--- src/rtl/fp_unpack.sv ---
// IEEE-754 word decoder: sign, unbiased exponent, significand with explicit hidden bit and one-hot class.
// Subnormals are normalized one left shift per clock before the result is presented.
module fp_unpack #(
   parameter int unsigned NEXP = 8,
   parameter int unsigned NSIG = 23
) (
   input  logic                   clk,
   input  logic                   rst,
   input  logic                   inValid,
   output logic                   inReady,
   input  logic [NEXP+NSIG:0]     inWord,
   output logic                   outValid,
   input  logic                   outReady,
   output logic                   negOut,
   output logic signed [NEXP+1:0] expOut,
   output logic [NSIG:0]          sigOut,
   output logic                   snan,
   output logic                   qnan,
   output logic                   infinity,
   output logic                   zero,
   output logic                   subnormal,
   output logic                   normal
);

   localparam int unsigned EW   = NEXP + 2;
   localparam int          BIAS = (2 ** (int'(NEXP) - 1)) - 1;
   localparam int          EMIN = 1 - BIAS;
   localparam int          EMAX = BIAS;

   localparam logic signed [EW-1:0] EXP_MIN     = EW'(EMIN);
   localparam logic signed [EW-1:0] EXP_SPECIAL = EW'(EMAX + 1);
   localparam logic signed [EW-1:0] EXP_BIAS    = EW'(BIAS);
   localparam logic signed [EW-1:0] EXP_ONE     = EW'(1);

   // class vector order: {snan, qnan, infinity, zero, subnormal, normal}
   localparam logic [5:0] CLS_SNAN = 6'b100000;
   localparam logic [5:0] CLS_QNAN = 6'b010000;
   localparam logic [5:0] CLS_INF  = 6'b001000;
   localparam logic [5:0] CLS_ZERO = 6'b000100;
   localparam logic [5:0] CLS_SUB  = 6'b000010;
   localparam logic [5:0] CLS_NORM = 6'b000001;

   typedef enum logic [1:0] {
      IDLE = 2'd0,
      NORM = 2'd1,
      HOLD = 2'd2
   } stateT;

   stateT                 state, stateNext;
   logic                  outValidNext;
   logic                  negNext;
   logic signed [EW-1:0]  expNext;
   logic [NSIG:0]         sigNext;
   logic [5:0]            clsReg, clsNext;

   logic [NEXP-1:0]       eField;
   logic [NSIG-1:0]       fField;
   logic signed [EW-1:0]  dExp;
   logic [NSIG:0]         dSig;
   logic [5:0]            dCls;
   logic                  dToNorm;
   logic                  accept;

   assign eField  = inWord[NEXP+NSIG-1:NSIG];
   assign fField  = inWord[NSIG-1:0];
   assign inReady = (state == IDLE) | ((state == HOLD) & outReady);
   assign accept  = inValid & inReady;
   assign {snan, qnan, infinity, zero, subnormal, normal} = clsReg;

   // Field decode of the word on the input bus
   always_comb begin
      dExp    = '0;
      dSig    = '0;
      dCls    = '0;
      dToNorm = 1'b0;
      if (eField == '0) begin
         dExp = EXP_MIN;
         if (fField == '0) begin
            dCls = CLS_ZERO;
         end else begin
            dCls    = CLS_SUB;
            dSig    = {1'b0, fField};
            dToNorm = 1'b1;
         end
      end else if (eField == '1) begin
         dExp = EXP_SPECIAL;
         if (fField == '0) begin
            dCls = CLS_INF;
         end else begin
            dCls = fField[NSIG-1] ? CLS_QNAN : CLS_SNAN;
            dSig = {1'b0, fField};
         end
      end else begin
         dCls = CLS_NORM;
         dExp = signed'(EW'(eField)) - EXP_BIAS;
         dSig = {1'b1, fField};
      end
   end

   // Next-state and next-output logic
   always_comb begin
      stateNext    = state;
      outValidNext = outValid;
      negNext      = negOut;
      expNext      = expOut;
      sigNext      = sigOut;
      clsNext      = clsReg;
      case (state)
         IDLE, HOLD: begin
            if (accept) begin
               negNext      = inWord[NEXP+NSIG];
               expNext      = dExp;
               sigNext      = dSig;
               clsNext      = dCls;
               stateNext    = dToNorm ? NORM : HOLD;
               outValidNext = ~dToNorm;
            end else if (state == HOLD && outReady) begin
               stateNext    = IDLE;
               outValidNext = 1'b0;
            end
         end
         NORM: begin
            if (!sigOut[NSIG]) begin
               sigNext = {sigOut[NSIG-1:0], 1'b0};
               expNext = expOut - EXP_ONE;
            end
            if (sigNext[NSIG]) begin
               stateNext    = HOLD;
               outValidNext = 1'b1;
            end
         end
         default: begin
            stateNext    = IDLE;
            outValidNext = 1'b0;
         end
      endcase
   end

   always_ff @(posedge clk or posedge rst) begin
      if (rst) begin
         state    <= IDLE;
         outValid <= 1'b0;
         negOut   <= 1'b0;
         expOut   <= '0;
         sigOut   <= '0;
         clsReg   <= '0;
      end else begin
         state    <= stateNext;
         outValid <= outValidNext;
         negOut   <= negNext;
         expOut   <= expNext;
         sigOut   <= sigNext;
         clsReg   <= clsNext;
      end
   end

endmodule

--- config.mk ---
export PLATFORM = sky130hd
export DESIGN_NAME = fp_unpack
export DESIGN_NICKNAME = d
export VERILOG_FILES = /design/src/rtl/fp_unpack.sv
export SDC_FILE = /design/constraint.sdc
export NUM_CORES = 1
export LEC_CHECK = 0
export CORE_MARGIN = 10
export CORE_UTILIZATION = 48
export DETAILED_ROUTE_END_ITERATION = 12
export PLACE_DENSITY = 0.81
export SLEW_MARGIN = 10
export SYNTH_ARGS = -nofsm -noshare
export SYNTH_HDL_FRONTEND = slang
export SYNTH_SLANG_ARGS = --single-unit
export TNS_END_PERCENT = 20
--- constraint.sdc ---
create_clock -name clk -period 2.7 [get_ports clk]
set_input_delay 0.27 -clock clk [delete_from_list [all_inputs] [get_ports clk]]
set_output_delay 0.27 -clock clk [all_outputs]
set_load 0.02 [all_outputs]
==> flow_summary_export.csv, run 1 <==
group,metric,value,unit
floorplan,io_pins,79,
timing,finClkSkew,0.0113,ns
clocking,cts-root-to-sink-buffers,2,
detailed_routing,first_pass_iters,5,
final_layout,final_nets,361,
detailed_routing,vias_per_cell,5.77,
final_layout,antenna_cells,0,
clocking,cts.repair_timing.setup_buffer_count,0,
clocking,post_cts_resize_count,0,
timing,final.hold.worst_slack,0.415,ns
clocking,cts.clk_slew.worst_paths,0.08,ns
clocking,clk_root_buffer_cell,"sky130_fd_sc_hd__clkbuf_8",
setup_path,rr_worst_depth,5,
min_path,hold_path_class,"input port to async pin",
yosys,synth_seq_area_share,48.8,%
timing,post_route_setup_slack,0.741,ns
global_routing,grt_pass1_vias,2253,
yosys,synth_fp_nets,283,
final_layout,commonest_cells_after_routing_fill_and_taps_aside,"78 x sky130_fd_sc_hd__clkdlybuf4s50_1, 50 x sky130_fd_sc_hd__nor2_1, 43 x sky130_fd_sc_hd__dfrtp_1, 22 x sky130_fd_sc_hd__o22ai_1, 20 x sky130_fd_sc_hd__nand2_1",
yosys,synth_area,2200,um^2
global_routing,grt_first_pass_wirelength,10700,um
global_routing,initial_antenna_violation_count,0,
yosys,postSynthCellCount,244,
detailed_routing,wl_per_cell,17.5,um
pwr,design_power_total,0.00186,W
floorplan,area_of_the_core_region,4410,um^2
global_routing,grt_start_max_net_pins,44,
placed_design,hpwl,4850,um
setup_path,ff2ff_setup_slack,0.74,ns
clocking,tritoncts_num_sinks,43,
setup_path,critical_path_class,"flip-flop to flip-flop",
timing,max-slew-margin-rel,59.2,%
timing,finalCriticalPeriod,1.96,ns
timing,rsz_0062_raised_after_global_routing,"false",
global_routing,groute.layer.met2.usage,26.7,%
global_routing,globalRoute.totalOverflow,0,
pwr,leak_pwr,1.31,nW
yosys,postSynthAreaPerCell,9.03,um^2
yosys,synth_ff_type,"sky130_fd_sc_hd__dfrtp_1",
run_status,run_status,"completed",
setup_path,crit-reg2reg-launch,"state[1]$_DFFE_PP0P_",
final_layout,area.growth.synth_to_final,41.7,%
global_routing,track_usage,17.0,%
setup_path,required_worst_endpoint,2.89,ns
clocking,cts_tree,"done",
yosys,post_synth_num_cell_types,44,
placed_design,port_buffers,78,
clocking,cts_buffers,5,
pwr,cell_internal_pwr,0.00127,W
pwr,power_frac_seq,43.7,%
setup_path,r2r_end,"expOut[5]$_DFFE_PP0P_",
clocking,clock_insertion_delay_worst_skew,0.29,ns
floorplan,design.die.area,7700,um^2
clocking,number_of_buffers_added_to_fix_hold_violations_after_cts,0,
setup_path,path_max_fanout,30,
final_layout,fin_util,70.7,%
placed_design,pre_cts_slack,0.474,ns
global_routing,grt_busiest_layer,"met2",
timing,setup_tns,0,ns
detailed_routing,number_of_remaining_drc_errors,0,
detailed_routing,route.antenna.remaining_nets,0,
pwr,power.switching,0.000587,W
timing,max_clock_freq,511,MHz
detailed_routing,num_vias,2159,
final_layout,drive_above_1_share,5.90,%
clocking,htree_levels,2,
timing,finalSetupViolations,0,
job,cap_viol_max_count,0,
pwr,vdd_ir_drop_max,400,uV
global_routing,grt_use_met1,20.0,%
pwr,p_per_area,594,nW/um^2
setup_path,crit_path_end_kind,"flip-flop",
detailed_routing,routed_wirelength,6530,um
floorplan,floorplan.rows,24,
placed_design,final_wtd_congestion,0.898,
yosys,number_of_synthesized_flops_with_an_enable_pin,0,
floorplan,start_util,49.9,%
floorplan,chipHeight,87.8,um
pwr,p_comb_share,30.3,%
final_layout,most_frequent_standard_cell_in_the_layout_excluding_fill_and_tap_cells,"sky130_fd_sc_hd__clkdlybuf4s50_1",
setup_path,worst-endpoint-arrival,2.15,ns
timing,maxSlewViolCount,0,
yosys,flop_and_latch_count_out_of_synthesis,43,
floorplan,die_x,87.8,um
timing,worstMarginPinSlew,0.612,ns
detailed_routing,first_iter_violations,150,
setup_path,setup.worst_path.start_class,"flip-flop",
global_routing,met3_capacity_usage_during_global_routing,8.45,%
timing,hold_violations,0,
timing,fin_crit_sh,72.5,%
yosys,async_flop_share,100,%
yosys,synth-warning-count,0,
pwr,netSwitchingFraction,31.6,%
pwr,clk_network_pwr_share,26.1,%
-- how the worst max path moves through the flow --
stage                                from                     to  slack [ns]  cells past startpoint
finish               state[1]$_DFFE_PP0P_  expOut[5]$_DFFE_PP0P_        0.74                      5
global route                   inWord[23]  expOut[7]$_DFFE_PP0P_        0.64                      8
CTS                  state[1]$_DFFE_PP0P_  expOut[5]$_DFFE_PP0P_        0.76                      5
detailed placement             inWord[23]  expOut[7]$_DFFE_PP0P_        0.47                      8
global placement               inWord[23]  expOut[7]$_DFFE_PP0P_        0.56                      8
floorplan           expOut[0]$_DFFE_PP0P_  expOut[8]$_DFFE_PP0P_        1.06                      6
-- kinds of logic after synthesis --
family	count (synthesis)	synth area share, %
simple gates	106	23.7
flops	43	48.8
xor+xnor	6	2.38
compound gates	65	18.9
buf+inv	21	4.54
fa+ha+maj	3	1.70
-- power groups by stage --
stage / sequential [W] / clock, W / combinational (W)
after floorplan: 0.000909 / 0 / 0.000177
after global placement: 0.000818 / 0 / 0.000556
after detailed placement: 0.000819 / 0 / 0.000564
after CTS: 0.000810 / 0.000493 / 0.000567
after global routing: 0.000823 / 0.000523 / 0.000605
final: 0.000810 / 0.000484 / 0.000562
-- registers in the layout, summed over array words and instances (netlist names) --
name,cells
sigOut,24
negOut,1
expOut,10
clsReg,6
state,2
-- through the flow --
step / instances / instance area, um^2
6_report: 374 / 3120
5_1_grt: 374 / 3120
4_1_cts: 374 / 3120
3_5_place_dp: 367 / 3020
3_3_place_gp: 367 / 3020
2_1_floorplan: 244 / 2200
-- layer usage --
metal | vias up | share of wire [%] | wire length [um]
met3 | 11 | 12 | 759
met1 | 1032 | 40 | 2600
met2 | 89 | 47 | 3070
met5 | - | 0 | 0
li1 | 1027 | - | -
met4 | 0 | 1.5 | 99
-- critical path: stages (launching register included) --
cell and delay [ns]:
sky130_fd_sc_hd__dfrtp_1 0.43, sky130_fd_sc_hd__or3b_1 0.38, sky130_fd_sc_hd__buf_4 0.25, sky130_fd_sc_hd__o21ai_2 0.22, sky130_fd_sc_hd__nand4_2 0.29, sky130_fd_sc_hd__o221ai_1 0.29
-- final cells by class --
cell class	instances	area, um^2
clock buffer	6	72.6
clock inverter	1	30.0
fill	331	1290
inverter	9	33.8
multi-input combinational	180	1030
sequential	43	1080
tap	52	65.1
timing repair buffer	83	818
-- cell usage after synthesis (2+ instances only) --
library cell / number / share of area (%)
sky130_fd_sc_hd__a2bb2oi_1: 2 / 0.80
sky130_fd_sc_hd__a22o_1: 2 / 0.80
sky130_fd_sc_hd__nor3b_1: 2 / 0.68
sky130_fd_sc_hd__o21ai_0: 5 / 1.1
sky130_fd_sc_hd__o31ai_1: 4 / 1.4
sky130_fd_sc_hd__a21oi_1: 8 / 1.8
sky130_fd_sc_hd__o21ai_1: 9 / 2.0
sky130_fd_sc_hd__and2_1: 2 / 0.57
sky130_fd_sc_hd__nand3_1: 4 / 0.91
sky130_fd_sc_hd__nor2b_1: 2 / 0.57
sky130_fd_sc_hd__a31oi_1: 4 / 1.1
sky130_fd_sc_hd__nand2_1: 20 / 3.4
sky130_fd_sc_hd__inv_1: 9 / 1.5
sky130_fd_sc_hd__nand2b_1: 4 / 1.1
sky130_fd_sc_hd__xor2_1: 5 / 2.0
sky130_fd_sc_hd__ha_1: 3 / 1.7
sky130_fd_sc_hd__nor4_1: 7 / 2.0
sky130_fd_sc_hd__or3_1: 3 / 0.85
sky130_fd_sc_hd__nor2_1: 50 / 8.5
sky130_fd_sc_hd__nor3_1: 2 / 0.45
sky130_fd_sc_hd__buf_2: 6 / 1.4
sky130_fd_sc_hd__clkbuf_1: 3 / 0.51
sky130_fd_sc_hd__o22ai_1: 22 / 6.2
sky130_fd_sc_hd__nand4_2: 3 / 1.7
sky130_fd_sc_hd__o221ai_1: 2 / 0.80
sky130_fd_sc_hd__dfrtp_1: 43 / 49
No activity file was read; power rests on OpenSTA's default activity.
==> run 2, diff against run 1 <==
CORE_UTILIZATION = 45   (was 48)
PLACE_DENSITY = 0.76   (was 0.81)
clock period = 2.01 ns   (was 2.7 ns; I/O delays follow)
==> run 2 against run 1 <==
Worst hold slack worse by 0.17 ns. Non-clock buffer count increased by 10. Clock skew is 0.0060 ns lower. Via count rose by 3.6%. Final area rose by 3.3%. Maximum frequency is 8.2% higher. Clock power increased by 26%. Critical path type unchanged. Critical endpoint is now expOut[4]$_DFFE_PP0P_. Largest power group unchanged.
==> flow_summary_export.csv, run 2 (synthesis results as in run 1) <==
group,metric,value,unit
pwr,p_comb_share,31.2,%
setup_path,crit_path_end_kind,"flip-flop",
clocking,number_of_buffers_added_to_fix_hold_violations_after_cts,0,
floorplan,design.die.area,8100,um^2
timing,fin_crit_sh,90.0,%
pwr,power.switching,0.000795,W
setup_path,crit_path_frequent_cell,"sky130_fd_sc_hd__o21ai_1",
clocking,cts_buffers,5,
pwr,clk_network_pwr_share,24.7,%
setup_path,setup.worst_path.start_class,"flip-flop",
setup_path,worst_path_dominant_cell_family,"compound AO/OA/AOI/OAI gates",
detailed_routing,first_pass_iters,5,
setup_path,critical_path_cell_count,6,
setup_path,critical_path_class,"flip-flop to flip-flop",
floorplan,chipHeight,90.0,um
timing,max-slew-margin-rel,70.9,%
detailed_routing,vias_per_cell,5.59,
placed_design,hpwl,5040,um
detailed_routing,met1Wirelength,2720,um
timing,finClkSkew,0.00533,ns
setup_path,r2r_end,"expOut[4]$_DFFE_PP0P_",
placed_design,placed_cells,392,
job,cap_viol_max_count,0,
clocking,cts_tree,"done",
detailed_routing,number_of_remaining_drc_errors,0,
min_path,hold_path_class,"input port to async pin",
final_layout,antenna_cells,0,
clocking,post_cts_resize_count,0,
final_layout,final_nets,371,
final_layout,commonest_cells_after_routing_fill_and_taps_aside,"78 x sky130_fd_sc_hd__clkdlybuf4s50_1, 50 x sky130_fd_sc_hd__nor2_1, 43 x sky130_fd_sc_hd__dfrtp_1, 22 x sky130_fd_sc_hd__o22ai_1, 20 x sky130_fd_sc_hd__nand2_1",
final_layout,fin_util,68.3,%
final_layout,stdcell_count,400,
global_routing,globalRoute.totalOverflow,0,
clocking,cts-root-to-sink-buffers,2,
timing,rsz_0062_raised_after_global_routing,"false",
floorplan,start_util,46.6,%
setup_path,crit-reg2reg-launch,"state[1]$_DFFE_PP0P_",
timing,setup_tns,0,ns
clocking,clk_root_buffer_cell,"sky130_fd_sc_hd__clkbuf_8",
floorplan,area_of_the_core_region,4720,um^2
global_routing,track_usage,16.0,%
clocking,htree_levels,2,
setup_path,critical_path_cell_by_cell,"or3b_1, o21ai_2, buf_4, o21ai_1, a22oi_1, o21ai_1",
detailed_routing,wl_per_cell,16.5,um
setup_path,crit_slowest_cell,"sky130_fd_sc_hd__or3b_1",
pwr,power_frac_seq,44.1,%
timing,finalCriticalPeriod,1.81,ns
clocking,cts.clk_slew.worst_paths,0.08,ns
global_routing,grt_first_pass_wirelength,11000,um
pwr,p_per_area,764,nW/um^2
pwr,cell_internal_pwr,0.00167,W
detailed_routing,met2_length,3150,um
setup_path,path_max_fanout,7,
global_routing,grt_start_max_net_pins,44,
final_layout,drive_above_1_share,9.01,%
floorplan,floorplan.rows,25,
detailed_routing,wl_met3,662,um
final_layout,area.growth.synth_to_final,46.5,%
floorplan,die_x,90.0,um
setup_path,worst_path_largest_cell_delay,0.53,ns
floorplan,io_pins,79,
detailed_routing,routed_wirelength,6600,um
clocking,tritoncts_num_sinks,43,
placed_design,final_wtd_congestion,0.891,
global_routing,initial_antenna_violation_count,0,
pwr,vdd_ir_drop_max,455,uV
setup_path,rr_worst_depth,6,
clocking,clock_insertion_delay_worst_skew,0.29,ns
clocking,cts.repair_timing.setup_buffer_count,0,
setup_path,required_worst_endpoint,2.18,ns
final_layout,largest_reg_by_ff_count,"sigOut",
detailed_routing,topRoutingLayerUsed,"met4",
pwr,netSwitchingFraction,32.3,%
timing,maxSlewViolCount,0,
setup_path,worstSetupStartpoint,"state[1]$_DFFE_PP0P_",
detailed_routing,first_iter_violations,116,
final_layout,largest_register_ffs,24,
detailed_routing,num_vias,2237,
final_layout,most_frequent_standard_cell_in_the_layout_excluding_fill_and_tap_cells,"sky130_fd_sc_hd__clkdlybuf4s50_1",
placed_design,port_buffers,78,
timing,finalSetupViolations,0,
global_routing,grt_pass1_vias,2307,
pwr,leak_pwr,1.36,nW
setup_path,timing.critical_path.buf_inv,1,
timing,worstMarginPinSlew,0.436,ns
setup_path,worst-endpoint-arrival,1.98,ns
final_layout,largest_registers,"sigOut: 24 flops, expOut: 10 flops, clsReg: 6 flops",
run_status,run_status,"completed",
timing,max_clock_freq,553,MHz
timing,hold_violations,0,
setup_path,ff2ff_setup_slack,0.20,ns
setup_path,critPathCapture,"expOut[4]$_DFFE_PP0P_",
detailed_routing,route.antenna.remaining_nets,0,
[run 2: cell types whose count changed in the layout (fill, tap and decap cells not counted), sizes merged]
cell    change
clkbuf      +2
bufinv      -1
inv         -1
buf        +10
clkinv      +1
[run 2: power groups by stage]
stage / clock network [W] / registers [W] / logic (W)
CTS: 0.000617 / 0.00109 / 0.000779
floorplan: 0 / 0.00122 / 0.000238
finish: 0.000610 / 0.00109 / 0.000770
detailed placement: 0 / 0.00110 / 0.000777
global placement: 0 / 0.00110 / 0.000767
global route: 0.000649 / 0.00111 / 0.000841
[run 2: worst min path at each step]
stage	start	end	slack [ns]
final	rst	sigOut[16]$_DFFE_PP0P_	0.24
after global routing	rst	sigOut[16]$_DFFE_PP0P_	0.29
after CTS	rst	sigOut[15]$_DFFE_PP0P_	0.26
after detailed placement	negOut$_DFFE_PP0P_	negOut$_DFFE_PP0P_	0.47
after global placement	negOut$_DFFE_PP0P_	negOut$_DFFE_PP0P_	0.46
after floorplan	inWord[23]	expOut[0]$_DFFE_PP0P_	0.30
[run 2: metrics by stage]
step	instance area [um^2]	total power [W]	hold slack, ns	setup WS, ns
finish	3230	0.00247	0.244	0.200
global placement	3130	0.00187	0.463	0.144
global route	3230	0.00259	0.289	0.0969
CTS	3230	0.00248	0.259	0.202
detailed placement	3130	0.00188	0.470	0.0981
floorplan	2200	0.00146	0.297	0.373
[run 2: cell type report]
class                   count  area, um^2
repair buffers             93         906
well taps                  67        83.8
clock buffers               8         100
flip-flops and latches     43        1080
multi-input cells         180        1030
fillers                   401        1500
inverters                   9        33.8
[run 2: layer usage]
metal | vias to the layer above | track usage (%)
met3 | 9 | 7.07
met4 | 0 | 3.71
met2 | 99 | 26.3
met1 | 1078 | 18.7
li1 | 1051 | -
met5 | - | 0
[run 2: tightest hold or removal path, delay by kind of cell]
kind / cells / cell delay [ns]
buffers and inverters: 3 / 0.70
